<file path="src/rtl/pic_pkg.sv">
// -----------------------------------------------------------------------------
// pic_pkg
// Shared definitions for the 8259-compatible PIC write-side sequencer.
//   state_t      : initialisation / command sequencer states
//   bit indices  : ICW1 / OCW3 field positions used by the decode logic
// -----------------------------------------------------------------------------
package pic_pkg;

  typedef enum logic [2:0] {
    IDLE   = 3'd0,
    W_ICW2 = 3'd1,
    W_ICW3 = 3'd2,
    W_ICW4 = 3'd3,
    READY  = 3'd4
  } state_t;

  // ICW1 field positions
  localparam int IC4       = 0;  // 1: an ICW4 write follows
  localparam int SNGL      = 1;  // 1: single PIC, 0: cascaded (ICW3 follows)
  localparam int ADI       = 2;  // call address interval (held, not decoded here)
  localparam int LTIM      = 3;  // level/edge trigger (held, not decoded here)
  // A0=0 write classification
  localparam int ICW1_FLAG = 4;  // D4=1 marks ICW1
  localparam int OCW3_FLAG = 3;  // with D4=0: D3=0 -> OCW2, D3=1 -> OCW3

endpackage

</file>
<file path="src/rtl/icw_seq_fsm.sv">
// -----------------------------------------------------------------------------
// icw_seq_fsm
// Purely combinational next-state and write-decode logic for the PIC
// write-side sequencer. The top level owns every register.
// Ports:
//   i_state       current sequencer state
//   i_wr_en       qualified write strobe
//   i_a0          address bit A0
//   i_icw1_flag   din[4] (ICW1 marker when A0=0)
//   i_ocw3_flag   din[3] (OCW2/OCW3 select when A0=0, D4=0)
//   i_ic4         latched ICW1.IC4
//   i_sngl        latched ICW1.SNGL
//   o_next_state  state for the next cycle
//   o_ld_icw1..4  load enables for the command word registers
//   o_ld_imr      OCW1 load enable
//   o_ocw2 / o_ocw3  OCW2 / OCW3 decoded this cycle
//   o_err         illegal write decoded this cycle
// -----------------------------------------------------------------------------
module icw_seq_fsm
  import pic_pkg::*;
(
  input  state_t i_state,
  input  logic   i_wr_en,
  input  logic   i_a0,
  input  logic   i_icw1_flag,
  input  logic   i_ocw3_flag,
  input  logic   i_ic4,
  input  logic   i_sngl,
  output state_t o_next_state,
  output logic   o_ld_icw1,
  output logic   o_ld_icw2,
  output logic   o_ld_icw3,
  output logic   o_ld_icw4,
  output logic   o_ld_imr,
  output logic   o_ocw2,
  output logic   o_ocw3,
  output logic   o_err
);

  always_comb begin
    o_next_state = i_state;
    o_ld_icw1    = 1'b0;
    o_ld_icw2    = 1'b0;
    o_ld_icw3    = 1'b0;
    o_ld_icw4    = 1'b0;
    o_ld_imr     = 1'b0;
    o_ocw2       = 1'b0;
    o_ocw3       = 1'b0;
    o_err        = 1'b0;
    if (i_wr_en) begin
      // ICW1 wins in every state and restarts the sequence.
      if (!i_a0 && i_icw1_flag) begin
        o_ld_icw1    = 1'b1;
        o_next_state = W_ICW2;
      end else begin
        unique case (i_state)
          IDLE: o_err = 1'b1;
          W_ICW2: begin
            if (i_a0) begin
              o_ld_icw2 = 1'b1;
              if (!i_sngl)    o_next_state = W_ICW3;
              else if (i_ic4) o_next_state = W_ICW4;
              else            o_next_state = READY;
            end else begin
              o_err = 1'b1;
            end
          end
          W_ICW3: begin
            if (i_a0) begin
              o_ld_icw3    = 1'b1;
              o_next_state = i_ic4 ? W_ICW4 : READY;
            end else begin
              o_err = 1'b1;
            end
          end
          W_ICW4: begin
            if (i_a0) begin
              o_ld_icw4    = 1'b1;
              o_next_state = READY;
            end else begin
              o_err = 1'b1;
            end
          end
          READY: begin
            if (i_a0)              o_ld_imr = 1'b1;
            else if (!i_ocw3_flag) o_ocw2   = 1'b1;
            else                   o_ocw3   = 1'b1;
          end
          default: o_next_state = IDLE;
        endcase
      end
    end
  end

endmodule

</file>
<file path="src/rtl/icw_init_sequencer.sv">
// -----------------------------------------------------------------------------
// icw_init_sequencer
// Write-side command sequencer for the 8259-compatible PIC. Walks
// ICW1 -> ICW2 -> [ICW3] -> [ICW4], holds the command words, then decodes
// OCW1 (IMR), OCW2 and OCW3 writes. All outputs are registered.
// Optional feature macro: ICW_READBACK_EN (adds rd_sel / rd_data readback).
// Ports:
//   clk, rst_n        clock (rising edge), async active-low reset
//   wr_en, a0, din    qualified CPU write: strobe, A0, D7..D0
//   icw1..icw4        latched initialisation command words
//   imr               interrupt mask register
//   init_done         high while in READY
//   ocw2_wr, ocw3_wr  one-cycle strobes, payload on ocw_data
//   ocw_data          registered din captured on OCW2/OCW3
//   seq_error         one-cycle pulse on an illegal write
//   dbg_state         current sequencer state (pic_pkg::state_t encoding)
//   rd_sel, rd_data   (ICW_READBACK_EN only) {a0-tag, word} readback
// Handshake: wr_en is a plain strobe with no back-pressure; every cycle it is
// high is one write, and its effect is visible on the outputs one cycle later.
// -----------------------------------------------------------------------------
module icw_init_sequencer
  import pic_pkg::*;
#(
  parameter logic [7:0] ICW4_DEFAULT = 8'h00,
  parameter logic [7:0] IMR_INIT     = 8'h00
) (
  input  logic       clk,
  input  logic       rst_n,
  input  logic       wr_en,
  input  logic       a0,
  input  logic [7:0] din,
  output logic [7:0] icw1,
  output logic [7:0] icw2,
  output logic [7:0] icw3,
  output logic [7:0] icw4,
  output logic [7:0] imr,
  output logic       init_done,
  output logic       ocw2_wr,
  output logic       ocw3_wr,
  output logic [7:0] ocw_data,
  output logic       seq_error,
  output logic [2:0] dbg_state
`ifdef ICW_READBACK_EN
  ,
  input  logic [2:0] rd_sel,
  output logic [8:0] rd_data
`endif
);

  state_t     r_state;
  logic [7:0] r_icw1, r_icw2, r_icw3, r_icw4, r_imr, r_ocw_data;
  logic       r_init_done, r_ocw2_wr, r_ocw3_wr, r_seq_error;

  state_t w_next_state;
  logic   w_ld_icw1, w_ld_icw2, w_ld_icw3, w_ld_icw4, w_ld_imr;
  logic   w_ocw2, w_ocw3, w_err;

  icw_seq_fsm u_fsm (
    .i_state      (r_state),
    .i_wr_en      (wr_en),
    .i_a0         (a0),
    .i_icw1_flag  (din[ICW1_FLAG]),
    .i_ocw3_flag  (din[OCW3_FLAG]),
    .i_ic4        (r_icw1[IC4]),
    .i_sngl       (r_icw1[SNGL]),
    .o_next_state (w_next_state),
    .o_ld_icw1    (w_ld_icw1),
    .o_ld_icw2    (w_ld_icw2),
    .o_ld_icw3    (w_ld_icw3),
    .o_ld_icw4    (w_ld_icw4),
    .o_ld_imr     (w_ld_imr),
    .o_ocw2       (w_ocw2),
    .o_ocw3       (w_ocw3),
    .o_err        (w_err)
  );

  always_ff @(posedge clk or negedge rst_n) begin
    if (!rst_n) begin
      r_state     <= IDLE;
      r_icw1      <= 8'h00;
      r_icw2      <= 8'h00;
      r_icw3      <= 8'h00;
      r_icw4      <= ICW4_DEFAULT;
      r_imr       <= IMR_INIT;
      r_ocw_data  <= 8'h00;
      r_init_done <= 1'b0;
      r_ocw2_wr   <= 1'b0;
      r_ocw3_wr   <= 1'b0;
      r_seq_error <= 1'b0;
    end else begin
      r_state     <= w_next_state;
      // init_done tracks the registered state so it rises with the final ICW.
      r_init_done <= (w_next_state == READY);
      r_ocw2_wr   <= w_ocw2;
      r_ocw3_wr   <= w_ocw3;
      r_seq_error <= w_err;
      if (w_ld_icw1) begin
        r_icw1 <= din;
        r_icw4 <= ICW4_DEFAULT;
        r_imr  <= IMR_INIT;
      end
      if (w_ld_icw2) r_icw2 <= din;
      if (w_ld_icw3) r_icw3 <= din;
      if (w_ld_icw4) r_icw4 <= din;
      if (w_ld_imr)  r_imr  <= din;
      if (w_ocw2 || w_ocw3) r_ocw_data <= din;
    end
  end

  assign icw1      = r_icw1;
  assign icw2      = r_icw2;
  assign icw3      = r_icw3;
  assign icw4      = r_icw4;
  assign imr       = r_imr;
  assign init_done = r_init_done;
  assign ocw2_wr   = r_ocw2_wr;
  assign ocw3_wr   = r_ocw3_wr;
  assign ocw_data  = r_ocw_data;
  assign seq_error = r_seq_error;
  assign dbg_state = r_state;

`ifdef ICW_READBACK_EN
  logic [8:0] r_rd_data;

  // Tag bit mirrors the A0 value used to write the word (only ICW1 uses A0=0).
  always_ff @(posedge clk or negedge rst_n) begin
    if (!rst_n) begin
      r_rd_data <= 9'h000;
    end else begin
      unique case (rd_sel)
        3'd0:    r_rd_data <= {1'b0, r_icw1};
        3'd1:    r_rd_data <= {1'b1, r_icw2};
        3'd2:    r_rd_data <= {1'b1, r_icw3};
        3'd3:    r_rd_data <= {1'b1, r_icw4};
        3'd4:    r_rd_data <= {1'b1, r_imr};
        default: r_rd_data <= 9'h000;
      endcase
    end
  end

  assign rd_data = r_rd_data;
`endif

endmodule

</file>
<file path="config.mk">
export PLATFORM = sky130hd
export DESIGN_NAME = icw_init_sequencer
export DESIGN_NICKNAME = d
export VERILOG_FILES = /design/src/rtl/pic_pkg.sv /design/src/rtl/icw_seq_fsm.sv /design/src/rtl/icw_init_sequencer.sv
export SDC_FILE = /design/constraint.sdc
export NUM_CORES = 1
export LEC_CHECK = 0
export ABC_AREA = 1
export CAP_MARGIN = 25
export CORE_MARGIN = 1
export CORE_UTILIZATION = 42
export CTS_CLUSTER_SIZE = 12
export DETAILED_ROUTE_END_ITERATION = 10
export PLACE_DENSITY = 0.72
export SYNTH_ARGS = -nofsm -noshare
export SYNTH_HDL_FRONTEND = slang
export SYNTH_HIERARCHICAL = 1
export SYNTH_SLANG_ARGS = --single-unit
</file>
<file path="constraint.sdc">
create_clock -name clk -period 2.9 [get_ports clk]
set_clock_uncertainty 0.2 [all_clocks]
set_input_delay 0.725 -clock clk [delete_from_list [all_inputs] [get_ports clk]]
set_output_delay 0.725 -clock clk [all_outputs]
set_load 0.05 [all_outputs]
</file>
==> impl_metrics.env <==
export IMPL_ctsResizeCount=0
export IMPL_register_area_um2=1380
export IMPL_ant_nets=0
export IMPL_max_slew_margin=0.549
export IMPL_synth_most_common_cell="nand2_1"
export IMPL_slew_viol_final=0
export IMPL_antenna_found_initial=0
export IMPL_netlist_area_leader_share=0.592
export IMPL_drc=0
export IMPL_yosysSeqAreaShare=0.592
export IMPL_tns_ns=0
export IMPL_worstPathRequired_ns=1.98
export IMPL_status="complete, no violations"
export IMPL_routed_wl_um=5360
export IMPL_hold_end="icw4[3]"
export IMPL_synthDistinctLibCells=22
export IMPL_layout_drive_gt1_share=0.0819
export IMPL_pin_count=67
export IMPL_syn_to_final_growth_pct=36.6
export IMPL_post_dp_hpwl_um=3710
export IMPL_cp_end_kind="primary output"
export IMPL_cp_data_arrival_time_ns=1.69
export IMPL_synthFlopType="dfrtp_1"
export IMPL_holdPathStages=2
export IMPL_yosys_area_top_type="dfrtp_1"
export IMPL_pwr_share_comb=0.488
export IMPL_max_cap_violations=0
export IMPL_syn_num_nets=278
export IMPL_hold_class="reg2reg"
export IMPL_tightest_slew_ns=0.676
export IMPL_cts_sinks=55
export IMPL_cp_depth=1
export IMPL_hold_violations=0
export IMPL_hold_buffers=0
export IMPL_grt_pass1_wl_um=9070
export IMPL_syn_cell_area_um2=2320
export IMPL_critPathKind="reg2out"
export IMPL_path_delay_family="buffers and inverters"
export IMPL_pwr_share_seq=0.366
export IMPL_r2r_slack_ns=1.20
export IMPL_grt_pass1_vias=1846
export IMPL_p_int_uw=1630
export IMPL_diodes=0
export IMPL_initial_core_util=0.447
export IMPL_clock_fmax_mhz=383
export IMPL_clockBufferDepth=2
export IMPL_vias_per_cell=4.71
export IMPL_port_buffers=66
export IMPL_startpoint="dbg_state[2]"
export IMPL_die_h_um=76.4
export IMPL_clockRootBuffer="clkbuf_8"
export IMPL_postCtsSetupBuffers=0
export IMPL_clk_latency_ns=0.31
export IMPL_die_width_um=76.4
export IMPL_nFillCells=478
export IMPL_globalplace_congestion=0.915
export IMPL_crit_fanout=8
export IMPL_min_period_over_period=0.900
export IMPL_clk_pin_slew_ns=0.09
export IMPL_p_leak_uw=0.00157
export IMPL_wire_per_inst_um=13.0
export IMPL_synth_edf_count=0
export IMPL_rr_startpoint="dbg_state[0]"
export IMPL_power_switching_uw=1400
export IMPL_whs_ns=0.279
export IMPL_die_area_um2=5840
export IMPL_cts_tree="yes"
export IMPL_async_flop_share=1.00
export IMPL_crit_chain="clkdlybuf4s50_1"
export IMPL_slowest_stage="clkdlybuf4s50_1"
export IMPL_yosysWarnings=6
export IMPL_grt_overflow=0
export IMPL_reg2reg_depth=7
export IMPL_crit_buf_inv=1
export IMPL_drtIter0Drc=128
export IMPL_max_vdd_ir_drop_uv=569
export IMPL_rsz0062_at_grt="no"
export IMPL_avgSynthCellArea_um2=8.74
export IMPL_synth_cells=266
export IMPL_period_needed_ns=2.61
export IMPL_power_frac_clock=0.145
export IMPL_p_sw_frac=0.462
export IMPL_row_count=26
export IMPL_ys_ff_latch=55
export IMPL_cts_buffers=5
export IMPL_synth_area_leaders="dfrtp_1 59%, nand2_1 17%, o21ai_0 6.7%"
export IMPL_synthTopCellsByCount="106 x nand2_1, 55 x dfrtp_1, 31 x o21ai_0, 30 x inv_1, 8 x nand3_1"
export IMPL_multiInputGateArea_um2=769
export IMPL_slowest_delay_ns=0.86
export IMPL_grt_usage=0.199
export IMPL_r2r_end="ocw_data[3]"
export IMPL_htreeDepth=2
export IMPL_core_area_um2=5200
export IMPL_setup_viol=0
export IMPL_min_delay_start="icw4[3]"
export IMPL_first_pass_iters=4
export IMPL_vias=1941
export IMPL_grt_max_degree=56
export IMPL_layout_nets=353
export IMPL_power_density_nw_per_um2=954
export IMPL_startpoint_type="flip-flop"
cells by family after synthesis:
| group | count (synthesis) | share of synthesized area |
|---|---|---|
| DFF | 55 | 0.592 |
| AOI/OAI and AO/OA | 38 | 0.0829 |
| buffers and inverters | 40 | 0.0797 |
| and+or+nand+nor | 133 | 0.245 |
flip-flops by register name, indices dropped and copies added (netlist names):
signal	flops
seq_error	1
ocw3_wr	1
ocw_data	8
icw3	8
dbg_state	3
icw1	8
ocw2_wr	1
imr	8
init_done	1
icw4	8
icw2	8
through the flow:
| step | total power, µW | area [µm²] | instances | util | setup WS [ns] |
|---|---|---|---|---|---|
| after floorplan | 2070 | 2320 | 266 | - | 0.627 |
| after global placement | 2590 | 3080 | 404 | 0.592 | 0.489 |
| after detailed placement | 2600 | 3080 | 404 | 0.592 | 0.384 |
| after CTS | 3050 | 3180 | 412 | 0.610 | 0.273 |
| after global routing | 3170 | 3180 | 412 | 0.610 | 0.219 |
| final | 3030 | 3180 | 412 | 0.610 | 0.289 |
layer usage:
layer	wire length, µm	vias to the layer above	GRT usage	part of all wire
li1	-	972	-	-
met1	2440	893	0.262	0.46
met5	0	-	0	0
met3	389	6	0.0455	0.073
met4	71	0	0.0750	0.013
met2	2450	70	0.320	0.46
power groups by stage:
| stage | registers [µW] | logic [µW] | clock network [µW] |
|---|---|---|---|
| global route | 1140 | 1550 | 480 |
| CTS | 1110 | 1490 | 453 |
| detailed placement | 1120 | 1490 | 0 |
| finish | 1110 | 1480 | 440 |
| floorplan | 1840 | 229 | 0 |
| global placement | 1120 | 1460 | 0 |
final cells by class:
type	count	area share
clock buffer	7	0.0272
timing repair buffer	75	0.228
tap	70	0.0276
multi-input combinational	171	0.242
clock inverter	1	0.00276
sequential	55	0.433
inverter	33	0.0390
worst max-delay path by stage:
stage              endpoint  slack [ns]
2_1_floorplan   ocw_data[0]        0.63
3_3_place_gp    ocw_data[1]        0.49
3_5_place_dp    ocw_data[3]        0.38
4_1_cts        dbg_state[2]        0.27
5_1_grt        dbg_state[0]        0.22
6_report       dbg_state[2]        0.29
layout by cell type (no fill, tap or decap), drive strengths merged:
cell           netlist  final
nor3b                2      2
nor4                 1      1
dfrtp               55     55
clkbuf               0      7
nor3                 2      2
nand3                9      9
a21oi                2      2
o211ai               1      1
inv                 33     33
nand2              107    107
clkdlybuf4s50        0     65
nand3b               1      1
o21ai               35     35
clkinv               0      1
buf                  7     10
nor2                11     11
Power figures use the tool's default switching activity.
==> variant: new RTL, same settings <==
Add an input register stage for `wr_en`, `a0` and `din`, with the module's reset; this delays them by one clock. Comments in the files are not updated.
--- a/src/rtl/icw_init_sequencer.sv
+++ b/src/rtl/icw_init_sequencer.sv
@@ -48,4 +48,20 @@
 );
 
+  logic wr_en_q;
+  logic a0_q;
+  logic [7:0] din_q;
+
+  always_ff @(posedge clk or negedge rst_n) begin
+    if (!rst_n) begin
+      wr_en_q <= '0;
+      a0_q    <= '0;
+      din_q   <= '0;
+    end else begin
+      wr_en_q <= wr_en;
+      a0_q    <= a0;
+      din_q   <= din;
+    end
+  end
+
   state_t     r_state;
   logic [7:0] r_icw1, r_icw2, r_icw3, r_icw4, r_imr, r_ocw_data;
@@ -58,8 +74,8 @@
   icw_seq_fsm u_fsm (
     .i_state      (r_state),
-    .i_wr_en      (wr_en),
-    .i_a0         (a0),
-    .i_icw1_flag  (din[ICW1_FLAG]),
-    .i_ocw3_flag  (din[OCW3_FLAG]),
+    .i_wr_en      (wr_en_q),
+    .i_a0         (a0_q),
+    .i_icw1_flag  (din_q[ICW1_FLAG]),
+    .i_ocw3_flag  (din_q[OCW3_FLAG]),
     .i_ic4        (r_icw1[IC4]),
     .i_sngl       (r_icw1[SNGL]),
@@ -96,13 +112,13 @@
       r_seq_error <= w_err;
       if (w_ld_icw1) begin
-        r_icw1 <= din;
+        r_icw1 <= din_q;
         r_icw4 <= ICW4_DEFAULT;
         r_imr  <= IMR_INIT;
       end
-      if (w_ld_icw2) r_icw2 <= din;
-      if (w_ld_icw3) r_icw3 <= din;
-      if (w_ld_icw4) r_icw4 <= din;
-      if (w_ld_imr)  r_imr  <= din;
-      if (w_ocw2 || w_ocw3) r_ocw_data <= din;
+      if (w_ld_icw2) r_icw2 <= din_q;
+      if (w_ld_icw3) r_icw3 <= din_q;
+      if (w_ld_icw4) r_icw4 <= din_q;
+      if (w_ld_imr)  r_imr  <= din_q;
+      if (w_ocw2 || w_ocw3) r_ocw_data <= din_q;
     end
   end
Function: changed (Yosys sat finds a counterexample within 4 cycles, from zero or initial values and one cycle with rst_n low).
==> variant against the unedited design <==
  * Cell area up 11%
  * Fmax about the same
  * Sequential cell count rose by 10
  * Wire length increased by 5.1%
  * Sequential power grew 12%
  * Non-clock buffer count decreased by 1
  * Total power up 11%
  * Synthesized cell count grew 3.8%
  * Highest routed layer unchanged
  * Setup slack improved by 1.7 ps
  * First-iteration DRC count shrank 21%
  * Synthesized area up 11%
==> variant: results (changes against the unedited design) <==
worst reg2reg path depth=4 (-3); Signal buf overhead=0.2025 (-0.02519); HPWL Detailed=3910 microns (+5.4%); fill count=535 (+12%); Switch Pwr=0.001351 W (-3.5%); Cell Area, Synth=2575 sq um (+11%); Via Count=2025 (+4.3%); # clk buffers=12 (+5); TritonCTS buffer count=9 (+4); Synth area leaders=dfrtp_1 (63%), nand2_1 (15%), o21ai_0 (6.0%); status=completed; Reg2Reg Capture Point=icw2[3]; largest net degree at the start of global routing=26 (-54%); clock network area share=0.05949 (+0.02955); sequential-to-total area share from yosys stat=0.6317 (+0.03965); global-route usage over all layers=0.1988 (-0.0002453); placed cell areas=3323 sq um (+7.9%); routed wire length=5631 microns (+5.1%); Slew headroom=0.4540 (-0.09520); P_leak=1.723 nW (+9.9%); worst min-delay path category=in -> async; placed cell count=418 (+3.5%); Syn Inst Count=276 (+3.8%); area occupied by multi-input gates=763.2 sq um (-0.81%); area growth from synthesis to layout=37.22%; clk_lat worst skew=330 ps (+20 ps); post-DR vias/cell=4.677 (-0.73%); Sequential Area=1627 sq um (+18%); post-place setup slack=643.2 ps (+259.5 ps); CTS clk-pin slew, worst paths=70 ps (-20 ps); DR iter-0 viols=101 (-21%); Non-clk bufs=74 (-1.3%); hold_ws=103.2 ps (-175.8 ps); layout net count=366 (+3.7%); top post-synthesis cells by count=nand2_1 (106), dfrtp_1 (65), o21ai_0 (31)
==> variant: power by group through the flow <==
stage | clock (W) | combinational (W) | sequential, W
detailed placement | 0 | 0.00131 | 0.00125
global placement | 0 | 0.00130 | 0.00125
finish | 0.000819 | 0.00130 | 0.00124
floorplan | 0 | 0.000208 | 0.00187
CTS | 0.000837 | 0.00131 | 0.00124
global route | 0.000878 | 0.00137 | 0.00126
==> variant: cell families (layout without fill, tap and decap cells) <==
group | after synthesis | in the layout
DFF | 65 | 65
buffers and inverters | 40 | 122
AOI/OAI and AO/OA | 38 | 38
and+or+nand+nor | 133 | 133
==> variant: per-layer routing <==
metal	vias up	GRT usage	share of wire
met4	0	0.09643	0.020
met2	57	0.3000	0.46
li1	1012	-	-
met5	-	0	0
met1	946	0.2691	0.47
met3	10	0.04659	0.049
